==> src/rtl/cpu_memory.sv <==
// Memory stage: runs loads, stores and cache flushes over a simple request/ready bus.
// Optional define CPU_MEMORY_ALIGN_FAULT_EN turns misaligned accesses into a sticky fault instead of masking the address.
package cpu_memory_pkg;
  typedef struct packed {
    logic [3:0]  tag;
    logic [4:0]  inst_rd;
    logic [31:0] rd;
    logic        mem_read;
    logic        mem_write;
    logic        mem_flush;
    logic [2:0]  mem_width;   // access size in bytes: 1, 2 or 4
    logic        mem_signed;
    logic [31:0] mem_address;
    logic [4:0]  mem_inst_rd;
  } execute_data_t;

  typedef struct packed {
    logic [3:0]  tag;
    logic [4:0]  inst_rd;
    logic [31:0] rd;
  } memory_data_t;
endpackage

module cpu_memory
  import cpu_memory_pkg::*;
(
  input  logic          i_clock,
  input  logic          i_reset,
  input  execute_data_t i_data,
  output logic          o_busy,
  output logic          o_bus_request,
  output logic          o_bus_rw,
  output logic [31:0]   o_bus_address,
  output logic [31:0]   o_bus_wdata,
  output logic [3:0]    o_bus_byte_enable,
  input  logic          i_bus_ready,
  input  logic [31:0]   i_bus_rdata,
  output logic          o_flush_request,
  input  logic          i_flush_ready,
  output logic          o_fault,
  output memory_data_t  o_data
);

  typedef enum logic [1:0] {IDLE, READ, WRITE, FLUSH} state_t;

  state_t      state, state_next;
  logic        is_mem, new_op, accept, align_fault;
  logic        bus_done, flush_done;
  logic [1:0]  lane;
  logic [3:0]  lane_mask;
  logic [31:0] shifted, load_value, store_data;

  always_comb begin
    is_mem = i_data.mem_read | i_data.mem_write | i_data.mem_flush;
    new_op = (i_data.tag != o_data.tag);
    accept = new_op && (state == IDLE);
`ifdef CPU_MEMORY_ALIGN_FAULT_EN
    align_fault = (i_data.mem_read || i_data.mem_write) &&
                  (((i_data.mem_width == 3'd2) && i_data.mem_address[0]) ||
                   ((i_data.mem_width == 3'd4) && (i_data.mem_address[1:0] != 2'b00)));
`else
    align_fault = 1'b0;
`endif
    // Byte lane forced to the natural alignment of the access size.
    if (i_data.mem_width == 3'd1)      lane = i_data.mem_address[1:0];
    else if (i_data.mem_width == 3'd2) lane = {i_data.mem_address[1], 1'b0};
    else                               lane = 2'b00;

    if (i_data.mem_width == 3'd1) begin
      lane_mask  = 4'b0001 << lane;
      store_data = {4{i_data.rd[7:0]}};
    end else if (i_data.mem_width == 3'd2) begin
      lane_mask  = 4'b0011 << lane;
      store_data = {2{i_data.rd[15:0]}};
    end else begin
      lane_mask  = 4'b1111;
      store_data = i_data.rd;
    end

    shifted = i_bus_rdata >> {lane, 3'b000};
    if (i_data.mem_width == 3'd1)
      load_value = {{24{i_data.mem_signed & shifted[7]}}, shifted[7:0]};
    else if (i_data.mem_width == 3'd2)
      load_value = {{16{i_data.mem_signed & shifted[15]}}, shifted[15:0]};
    else
      load_value = shifted;

    bus_done   = ((state == READ) || (state == WRITE)) && o_bus_request && i_bus_ready;
    flush_done = (state == FLUSH) && i_flush_ready;
    o_busy     = (state != IDLE) || (new_op && is_mem);
  end

  always_comb begin
    state_next = state;
    case (state)
      IDLE: begin
        if (accept && !align_fault) begin
          if (i_data.mem_read)       state_next = READ;
          else if (i_data.mem_write) state_next = WRITE;
          else if (i_data.mem_flush) state_next = FLUSH;
        end
      end
      READ, WRITE: if (bus_done)   state_next = IDLE;
      FLUSH:       if (flush_done) state_next = IDLE;
      default:     state_next = IDLE;
    endcase
  end

  always_ff @(posedge i_clock) begin
    if (i_reset) state <= IDLE;
    else         state <= state_next;
  end

  always_ff @(posedge i_clock) begin
    if (i_reset) begin
      o_bus_request     <= 1'b0;
      o_bus_rw          <= 1'b0;
      o_bus_address     <= '0;
      o_bus_wdata       <= '0;
      o_bus_byte_enable <= '0;
      o_flush_request   <= 1'b0;
      o_fault           <= 1'b0;
      o_data            <= '0;
    end else begin
      case (state)
        IDLE: begin
          if (accept) begin
            if (align_fault) begin
              o_fault        <= 1'b1;
              o_data.tag     <= i_data.tag;
              o_data.inst_rd <= i_data.mem_read ? i_data.mem_inst_rd : 5'd0;
              o_data.rd      <= '0;
            end else if (i_data.mem_read || i_data.mem_write) begin
              o_bus_request     <= 1'b1;
              o_bus_rw          <= ~i_data.mem_read;
              o_bus_address     <= {i_data.mem_address[31:2], 2'b00};
              o_bus_byte_enable <= lane_mask;
              o_bus_wdata       <= i_data.mem_read ? 32'd0 : store_data;
            end else if (i_data.mem_flush) begin
              o_flush_request <= 1'b1;
            end else begin
              o_data.tag     <= i_data.tag;
              o_data.inst_rd <= i_data.inst_rd;
              o_data.rd      <= i_data.rd;
            end
          end
        end
        READ: begin
          if (bus_done) begin
            o_bus_request  <= 1'b0;
            o_data.tag     <= i_data.tag;
            o_data.inst_rd <= i_data.mem_inst_rd;
            o_data.rd      <= load_value;
          end
        end
        WRITE: begin
          if (bus_done) begin
            o_bus_request  <= 1'b0;
            o_data.tag     <= i_data.tag;
            o_data.inst_rd <= 5'd0;
          end
        end
        FLUSH: begin
          if (flush_done) begin
            o_flush_request <= 1'b0;
            o_data.tag      <= i_data.tag;
            o_data.inst_rd  <= 5'd0;
          end
        end
        default: ;
      endcase
    end
  end

endmodule

==> config.mk <==
export PLATFORM = sky130hd
export DESIGN_NAME = cpu_memory
export DESIGN_NICKNAME = d
export VERILOG_FILES = /design/src/rtl/cpu_memory.sv
export SDC_FILE = /design/constraint.sdc
export NUM_CORES = 1
export LEC_CHECK = 0
export BUFFER_PORTS_ARGS = -buffer_cell sky130_fd_sc_hd__clkbuf_2
export CORE_MARGIN = 2
export CORE_UTILIZATION = 49
export DETAILED_ROUTE_END_ITERATION = 8
export GPL_TIMING_DRIVEN = 0
export PLACE_DENSITY = 0.86
export SYNTH_ARGS = -nofsm -noshare
export SYNTH_HDL_FRONTEND = slang
export SYNTH_SLANG_ARGS = --single-unit
export TNS_END_PERCENT = 5
==> constraint.sdc <==
create_clock -name i_clock -period 2.9 [get_ports i_clock]
set_clock_uncertainty 0.05 [all_clocks]
set_input_delay 0.87 -clock i_clock [delete_from_list [all_inputs] [get_ports i_clock]]
set_output_delay 0.87 -clock i_clock [all_outputs]
set_load 0.01 [all_outputs]
==> summary.txt, run 1 <==
utilization after layout: 0.652
Cell Area, Synth: 5780 um2
Total GRT Usage: 0.318
wirelength, routed: 21.0 mm
fin crit share: 0.969
placed insts: 1130
buffers and inverters on the worst path: 2
Synth Instances: 754
compound-gate portion of the synthesized area: 0.276
Finished Layout Cells: 1146
Clock Tree Root: clkbuf_16
Simple-Gate Fraction of Synth Area: 0.211
H-tree depth: 3
CTS tree: done
PD cells: 942 nW/um2
Die H: 113 um
CP top delay family: simple AND/OR/NAND/NOR gates
Ports: 235
Port-buffer cells: 231
Clk Latency, worst-skew pair: 0.36 ns
mux cell area share after synthesis: 0.0511
Num CTS Buffers: 9
Max Root-Sink Buffers: 2
CP Launch Type: input pin
Mapped Avg Cell Area: 7.66 um2
Initial Util: 0.504
global-route wire length before repair: 31.9 mm
most common cell after layout, fill and taps aside: clkbuf_2
Syn-to-layout area delta: 29.3%
Yosys reg bits: 112
Most used DFF post-synth: dfxtp_1
Peak VDD IR: 0.000665 V
DRC viols: 2
largest net degree at the start of global routing: 21
grt total ovfl: 0
max cap viols: 0
relative slew slack: 0.398
Leak Pwr: 3.31 nW
DP HPWL: 16.2 mm
Layout fillers: 1040
failing checks: DRC
setup TNS: 0 ns
Via density: 5.93
antenna violations before repair: 0
Synth Area in Adders: 0.0108
maximum fanout along the worst path: 5
row cnt: 39
Final setup viols: 0
Routed wire per std cell: 18.4 um
number of global-route vias before repair: 6056
cells along the critical path: clkbuf_2 -> xor2_1 -> nor4_4 -> o21ai_0 -> clkbuf_2
Period minus WS final: 2.81 ns
CTS Sinks: 112
CP Class: input pin to output port
Die Footprint: 12700 um2
EDFF count, synth: 0
Max stage delay on crit path: 0.40 ns
Pins Over Slew Limit: 0
cell mode on critical path: clkbuf_2
largest family of logic cells by synthesized area: compound AO/OA/AOI/OAI gates
core area: 11500 um2
async set or reset register ratio after synthesis: 0
Initial DRC Count: 884
clock slew at the register clock pins of the worst setup and hold paths: 0.07 ns
Post-DRT Antenna Nets: 0
Setup Slack @ Placement: -0.107 ns
hold slack: 0.405 ns
CTS Hold Bufs: 0
Worst EP arrival: 1.89 ns
GP Congestion: 0.958
DRT Pass-1 Iters: 9
vias post-DR: 6796
Hold Fails Final Rpt: 0
Yosys warnings: 0
worst setup margin: 0.0898 ns
Worst EP required: 1.98 ns
XOR/XNOR Fraction of Synth Area: 0.00758
Distinct cells, synth: 54
Hold Path Class: register to register
slowest stage cell, crit path: nor4_4
fmax: 356 MHz
Post-CTS Setup Repair Bufs: 0
Nets: 1124
most frequent cells in the layout: clkbuf_2 (232), nand2_1 (142), a21oi_1 (117)
antenna diode count: 0
sequential area share after synthesis: 0.388
worst-margin pin slew: 0.892 ns
share of cells above drive strength 1: 0.284
status: finished, violations left
unrepaired setup endpoints after global routing: no
critical path capture point type: output port
DIE WIDTH: 113 um
sequential cells by signal, summed over array words and instances, names as in the netlist:
register           flops
o_data                41
o_bus_wdata           32
o_bus_address         30
o_bus_byte_enable      4
state                  2
o_bus_request          1
o_bus_rw               1
o_flush_request        1
cells in the mapped netlist, drive strengths merged (9+ instances only):
cell type	instances	share of area
o211ai	15	0.019
buf	24	0.024
a21oi	119	0.10
o221ai	9	0.014
nor3	22	0.019
nand2	142	0.092
o41ai	10	0.019
dfxtp	112	0.39
o21ai	29	0.025
mux2i	28	0.049
nor2	75	0.050
nand3	19	0.016
clkbuf	39	0.025
or3	9	0.0097
a211oi	10	0.016
o2111ai	14	0.021
worst paths after layout:
| check | from | cells after the start | slack (ns) | end |
|---|---|---|---|---|
| setup reg to reg | state[0]$_SDFFE_PP0P_ | 9 | 0.21 | o_bus_byte_enable[1]$_SDFFE_PP0P_ |
| hold / removal | o_bus_address[24]$_SDFFE_PP0P_ | 2 | 0.41 | o_bus_address[24]$_SDFFE_PP0P_ |
| setup / recovery | i_data[84] | 5 | 0.09 | o_busy |
| hold reg to reg | o_bus_address[24]$_SDFFE_PP0P_ | 2 | 0.41 | o_bus_address[24]$_SDFFE_PP0P_ |
logic make-up (layout without fill, tap and decap cells):
family                     Yosys count  count (layout)
muxes                               29              29
xor gates and xnor gates             5               5
adders and majority gates            5               5
DFF                                112             112
and+or+nand+nor                    285             285
buffers and inverters               72             319
AOI/OAI and AO/OA                  245             245
other                                1               3
through the flow:
step | power, W | cell area [um2]
after floorplan | 0.00437 | 5790
after global placement | 0.00551 | 7120
after detailed placement | 0.00556 | 7120
after CTS | 0.00698 | 7470
after global routing | 0.00744 | 7470
final | 0.00704 | 7470
power by group:
group	leakage, nW	total [W]	internal (W)	switching [W]
combinational	2.23	0.00338	0.00120	0.00218
sequential	0.920	0.00226	0.00200	0.000254
clock	0.165	0.00140	0.000782	0.000617
total	3.31	0.00704	0.00398	0.00305
timing repair:
| action | 4_1_cts | 5_1_grt |
|---|---|---|
| gates cloned | 0 | 0 |
| resized for setup | 1 | 2 |
| endpoints found under the setup margin | 1 | 1 |
final cells by class:
| class | count | area [um2] | share of cell area |
|---|---|---|---|
| Multi-Input combinational cell | 572 | 3230 | 0.433 |
| Inverter | 9 | 33.8 | 0.00452 |
| Buffer | 63 | 285 | 0.0382 |
| Clock inverter | 6 | 113 | 0.0151 |
| Clock buffer | 10 | 229 | 0.0306 |
| Sequential cell | 112 | 2240 | 0.300 |
| Timing Repair Buffer | 231 | 1160 | 0.155 |
| Tap cell | 143 | 179 | 0.0239 |
worst register-to-register path, cell delays in order, from the launching register on:
cell and delay [ns]:
dfxtp_1 0.34, inv_1 0.11, ha_1 0.15, clkbuf_1 0.34, o21a_1 0.20, nor2b_1 0.12
clkbuf_1 0.36, clkbuf_2 0.35, o311ai_0 0.36, a21oi_1 0.24
layer usage:
metal | part of all wire | wire [um] | GRT usage
met1 | 0.39 | 8210 | 0.415
met2 | 0.44 | 9270 | 0.492
met3 | 0.12 | 2520 | 0.0837
met4 | 0.050 | 1050 | 0.149
met5 | 0 | 0 | 0
Power figures use the tool's default switching activity.
==> inputs of run 2 (changes only) <==
==> constraint.sdc (replaced) <==
create_clock -name i_clock -period 2.9 [get_ports i_clock]
set_clock_uncertainty 0.05 [all_clocks]
set_input_delay 0.435 -clock i_clock [delete_from_list [all_inputs] [get_ports i_clock]]
set_output_delay 0.435 -clock i_clock [all_outputs]
set_load 0.01 [all_outputs]
==> run 2 against run 1 <==
Effect of this change:
- the flow now finishes without violations
- register-to-register slack about the same
- utilization down 0.076 points
- worst setup slack better by 0.11 ns
- non-clock buffer count unchanged
- via count up 1.1%
- count of clock-buffer cells in the layout unchanged
- die area unchanged
- final area down 0.12%
- sequential power about the same
- critical endpoint is now o_bus_byte_enable[1]$_SDFFE_PP0P_
==> summary.txt, run 2 (synthesized netlist as in run 1, its figures left out) <==
Die Footprint: 12700 um2
DIE WIDTH: 113 um
CP Class: register to register
CP startpoint: state[0]$_SDFFE_PP0P_
fmax: 371 MHz
Setup Slack @ Placement: 0.117 ns
Final setup viols: 0
FF-to-FF End: o_bus_byte_enable[1]$_SDFFE_PP0P_
Post-CTS Setup Repair Bufs: 0
Post-DRT Antenna Nets: 0
number of global-route vias before repair: 6046
Period minus WS final: 2.70 ns
R2R cell count: 9
Via density: 6.00
fin crit share: 0.931
Clk Latency, worst-skew pair: 0.36 ns
placed insts: 1130
hold_sp: i_data[10]
CTS Sinks: 112
hold slack: 0.236 ns
FF-to-FF setup slack: 0.20 ns
dpl cell area: 7120 um2
Peak VDD IR: 0.000666 V
Max Root-Sink Buffers: 2
core area: 11500 um2
antenna violations before repair: 0
DRT Pass-1 Iters: 6
Num CTS Buffers: 9
most common cell after layout, fill and taps aside: clkbuf_2
wirelength, routed: 21.1 mm
row cnt: 39
unrepaired setup endpoints after global routing: no
Initial DRC Count: 922
Ports: 235
CP Launch Type: register
largest net degree at the start of global routing: 21
share of cells above drive strength 1: 0.284
grt total ovfl: 0
Finished Layout Cells: 1146
Die H: 113 um
Clock Tree Root: clkbuf_16
status: complete, no violations
worst-margin pin slew: 0.895 ns
register bank with the most flops: o_data
Hold Path Class: input pin to register
largest registers: o_data x41, o_bus_wdata x32, o_bus_address x30
design area: 7460 um2
max reg flops: 41
vias post-DR: 6874
critical path capture point type: register
DP HPWL: 16.2 mm
Routed wire per std cell: 18.4 um
Worst EP required: 3.14 ns
global-route wire length before repair: 31.9 mm
max cap viols: 0
CTS Hold Bufs: 0
clock slew at the register clock pins of the worst setup and hold paths: 0.08 ns
antenna diode count: 0
worst setup margin: 0.201 ns
Total GRT Usage: 0.318
maximum fanout along the worst path: 10
GP Congestion: 0.958
Initial Util: 0.504
Nets: 1124
H-tree depth: 3
CTS tree: done
PD cells: 943 nW/um2
relative slew slack: 0.396
Pins Over Slew Limit: 0
Leak Pwr: 3.31 nW
r2r startpoint: state[0]$_SDFFE_PP0P_
Worst EP arrival: 2.94 ns
setup TNS: 0 ns
Syn-to-layout area delta: 29.2%
most frequent cells in the layout: clkbuf_2 (232), nand2_1 (142), a21oi_1 (117)
Layout fillers: 1042
Critical Path Sink: o_bus_byte_enable[1]$_SDFFE_PP0P_
Port-buffer cells: 231
Hold Fails Final Rpt: 0
DRC viols: 0
-- run 2: cell types whose count changed in the layout (fill, tap and decap cells not counted) --
cell,previous run,this run
nor4_4,1,0
nor4_2,0,1
-- run 2: worst min-delay path by stage --
stage                                           to  slack (ns)  depth (start not counted)
global route         o_bus_address[6]$_SDFFE_PP0P_        0.23                          3
finish               o_bus_address[5]$_SDFFE_PP0P_        0.24                          3
detailed placement  o_bus_address[24]$_SDFFE_PP0P_        0.40                          2
global placement       o_bus_wdata[5]$_SDFFE_PP0P_        0.39                          2
CTS                  o_bus_address[5]$_SDFFE_PP0P_        0.23                          3
floorplan                   o_data[7]$_SDFFE_PP0P_        0.43                          2
-- run 2: power breakdown --
part | switching, W | leakage, nW | internal [W] | total, W
registers | 0.000254 | 0.920 | 0.00200 | 0.00226
clock network | 0.000626 | 0.165 | 0.000783 | 0.00141
logic | 0.00218 | 2.22 | 0.00120 | 0.00338
total | 0.00306 | 3.31 | 0.00398 | 0.00704
-- run 2: timing repair --
item / 4_1_cts / 5_1_grt
gates resized for setup: 0 / 2
endpoints found under the hold margin: 0 / 0
endpoints found under the setup margin: 0 / 1
-- run 2: final cells by class --
class | count | area [um2] | share of cell area
multi-input cells | 572 | 3230 | 0.432
flip-flops and latches | 112 | 2240 | 0.300
repair buffers | 231 | 1160 | 0.155
plain buffers | 63 | 285 | 0.0382
clock buffers | 10 | 229 | 0.0307
well taps | 143 | 179 | 0.0240
clock inverters | 6 | 113 | 0.0151
inverters | 9 | 33.8 | 0.00453
-- run 2: routing by layer --
| layer | global-route usage | up-vias | share of wire |
|---|---|---|---|
| met2 | 0.491 | 470 | 0.45 |
| met5 | 0 | - | 0 |
| met3 | 0.0837 | 90 | 0.12 |
| met4 | 0.149 | 0 | 0.043 |
| li1 | - | 3183 | - |
| met1 | 0.415 | 3131 | 0.38 |
-- run 2: critical path: stages, from the launching register on --
cell      delay [ns]
dfxtp_1         0.34
inv_1           0.11
ha_1            0.15
clkbuf_1        0.33
o21a_1          0.20
nor2b_1         0.13
clkbuf_1        0.37
clkbuf_2        0.35
o311ai_0        0.36
a21oi_1         0.23
-- run 2: metrics by stage --
stage,utilization,power [W]
after floorplan,-,0.00437
after global placement,0.621,0.00551
after detailed placement,0.621,0.00556
after CTS,0.651,0.00697
after global routing,0.651,0.00743
final,0.651,0.00704
==> inputs of run 3 (changes only) <==
--- a/config.mk
+++ b/config.mk
@@ -6,11 +6,14 @@
 export NUM_CORES = 1
 export LEC_CHECK = 0
 export BUFFER_PORTS_ARGS = -buffer_cell sky130_fd_sc_hd__clkbuf_2
+export CELL_PAD_IN_SITES_DETAIL_PLACEMENT = 0
+export CELL_PAD_IN_SITES_GLOBAL_PLACEMENT = 1
 export CORE_MARGIN = 2
-export CORE_UTILIZATION = 49
+export CORE_UTILIZATION = 34
 export DETAILED_ROUTE_END_ITERATION = 8
 export GPL_TIMING_DRIVEN = 0
-export PLACE_DENSITY = 0.86
+export HOLD_SLACK_MARGIN = 0.02
+export PLACE_DENSITY = 0.85
 export SYNTH_ARGS = -nofsm -noshare
 export SYNTH_HDL_FRONTEND = slang
 export SYNTH_SLANG_ARGS = --single-unit
==> run 3 against run 2 <==
Effect of this change:
- register-to-register slack better by 0.04 ns
- final area grew 0.91%
- sequential share of layout area is 0.27 points lower
- global-route usage fell by 6.9 points
- hold slack got worse by 0.0062 ns
- maximum frequency grew 1.4%
- cell count increased by 6.7%
- non-clock buffer count stayed put
- largest power group unchanged
- clock power down 8%
==> summary.txt, run 3 (synthesized netlist as in run 1, its figures left out) <==
DRC viols: 0
Worst EP required: 3.10 ns
CP Class: register to register
CP top delay family: buffers and inverters
Num CTS Buffers: 9
Max stage delay on crit path: 0.50 ns
antenna diode count: 0
internal power: 0.00382 W
number of global-route vias before repair: 6256
DIE WIDTH: 134 um
Clk Latency, worst-skew pair: 0.36 ns
Port-buffer cells: 231
H-tree depth: 3
P_sw: 0.00312 W
share of cells above drive strength 1: 0.285
fmax: 376 MHz
PD cells: 922 nW/um2
cells along the critical path: inv_1 -> ha_1 -> clkbuf_1 -> buf_1 -> clkbuf_1 -> nor2_1 -> o41ai_1
Hold Fails Final Rpt: 0
Final setup viols: 0
Nets: 1124
FF-to-FF setup slack: 0.24 ns
register bank with the most flops: o_data
max reg flops: 41
Worst EP arrival: 2.86 ns
overall power: 0.00694 W
vias post-DR: 6659
clock slew at the register clock pins of the worst setup and hold paths: 0.09 ns
utilization after layout: 0.454
row cnt: 47
design area: 7530 um2
Comb power frac: 0.486
largest registers: o_data x41, o_bus_wdata x32, o_bus_address x30
Clock Tree Root: clkbuf_16
Flop pwr share: 0.326
Period minus WS final: 2.66 ns
Routed wire per std cell: 18.7 um
global-route wire length before repair: 34.6 mm
maximum fanout along the worst path: 10
Post-CTS Setup Repair Bufs: 0
fin crit share: 0.918
Finished Layout Cells: 1223
buffers and inverters on the worst path: 4
critical path capture point type: register
status: complete, no violations
Peak VDD IR: 0.000339 V
Post-DRT Antenna Nets: 0
Net Sw Frac: 0.450
antenna violations before repair: 0
Layout fillers: 1764
most frequent cells in the layout: clkbuf_2 (232), nand2_1 (142), a21oi_1 (117)
wirelength, routed: 22.8 mm
Hold Path Class: input pin to register
GP Congestion: 0.926
Via density: 5.44
Leak Pwr: 3.29 nW
worst-margin pin slew: 0.841 ns
DP HPWL: 17.8 mm
clock share of power: 0.187
setup TNS: 0 ns
CTS tree: done
CTS Hold Bufs: 0
Max Root-Sink Buffers: 2
max cap viols: 0
largest net degree at the start of global routing: 23
Total GRT Usage: 0.249
cell mode on critical path: clkbuf_1
placed insts: 1207
Initial Util: 0.348
grt total ovfl: 0
CTS Sinks: 112
Pins Over Slew Limit: 0
DRT Pass-1 Iters: 6
unrepaired setup endpoints after global routing: no
Die H: 134 um
most common cell after layout, fill and taps aside: clkbuf_2
slowest stage cell, crit path: clkbuf_1
relative slew slack: 0.432
Die Footprint: 18100 um2
core area: 16600 um2
dpl cell area: 7220 um2
Initial DRC Count: 683
Syn-to-layout area delta: 30.3%
CP Launch Type: register
Ports: 235
-- run 3: through the flow --
| stage | worst slack, ns | hold WS [ns] |
|---|---|---|
| final | 0.237 | 0.230 |
| after global routing | 0.0340 | 0.235 |
| after CTS | 0.0205 | 0.218 |
| after detailed placement | 0.0694 | 0.397 |
| after global placement | 0.0617 | 0.388 |
| after floorplan | 0.838 | 0.426 |
-- run 3: power by group through the flow --
stage	sequential, W	clock [W]	combinational (W)
2_1_floorplan	0.00247	0	0.00190
3_3_place_gp	0.00228	0	0.00332
3_5_place_dp	0.00230	0	0.00334
4_1_cts	0.00226	0.00133	0.00335
5_1_grt	0.00232	0.00139	0.00371
6_report	0.00227	0.00130	0.00338
-- run 3: tightest hold or removal path: stages --
cell	delay, ns
clkbuf_2	0.08
nand2_1	0.04
a21oi_1	0.05
-- run 3: path summary, 6_finish.rpt --
check | startpoint | cells after the start | endpoint
hold reg to reg | o_bus_address[12]$_SDFFE_PP0P_ | 2 | o_bus_address[12]$_SDFFE_PP0P_
setup reg to reg | state[1]$_SDFFE_PP0P_ | 7 | o_data[29]$_SDFFE_PP0P_
setup / recovery | state[1]$_SDFFE_PP0P_ | 7 | o_data[29]$_SDFFE_PP0P_
hold / removal | i_data[11] | 3 | o_bus_address[6]$_SDFFE_PP0P_
-- run 3: layout make-up --
class	count	area (um2)	area share
well taps	220	275	0.0366
inverters	9	33.8	0.00449
flip-flops and latches	112	2240	0.298
plain buffers	63	285	0.0379
clock buffers	9	225	0.0299
clock inverters	7	87.6	0.0116
repair buffers	231	1160	0.154
multi-input cells	572	3230	0.428
-- run 3: repair_timing --
item                       4_1_cts  5_1_grt
hold endpoints to repair         0        0
resized for setup                0        2
setup endpoints to repair        0        1
-- run 3: layer usage --
layer,track usage,part of all wire,up-vias
met5,0,0,-
met4,0.103,0.036,0
met3,0.0506,0.089,56
met2,0.397,0.46,336
met1,0.328,0.42,3078
li1,-,-,3189
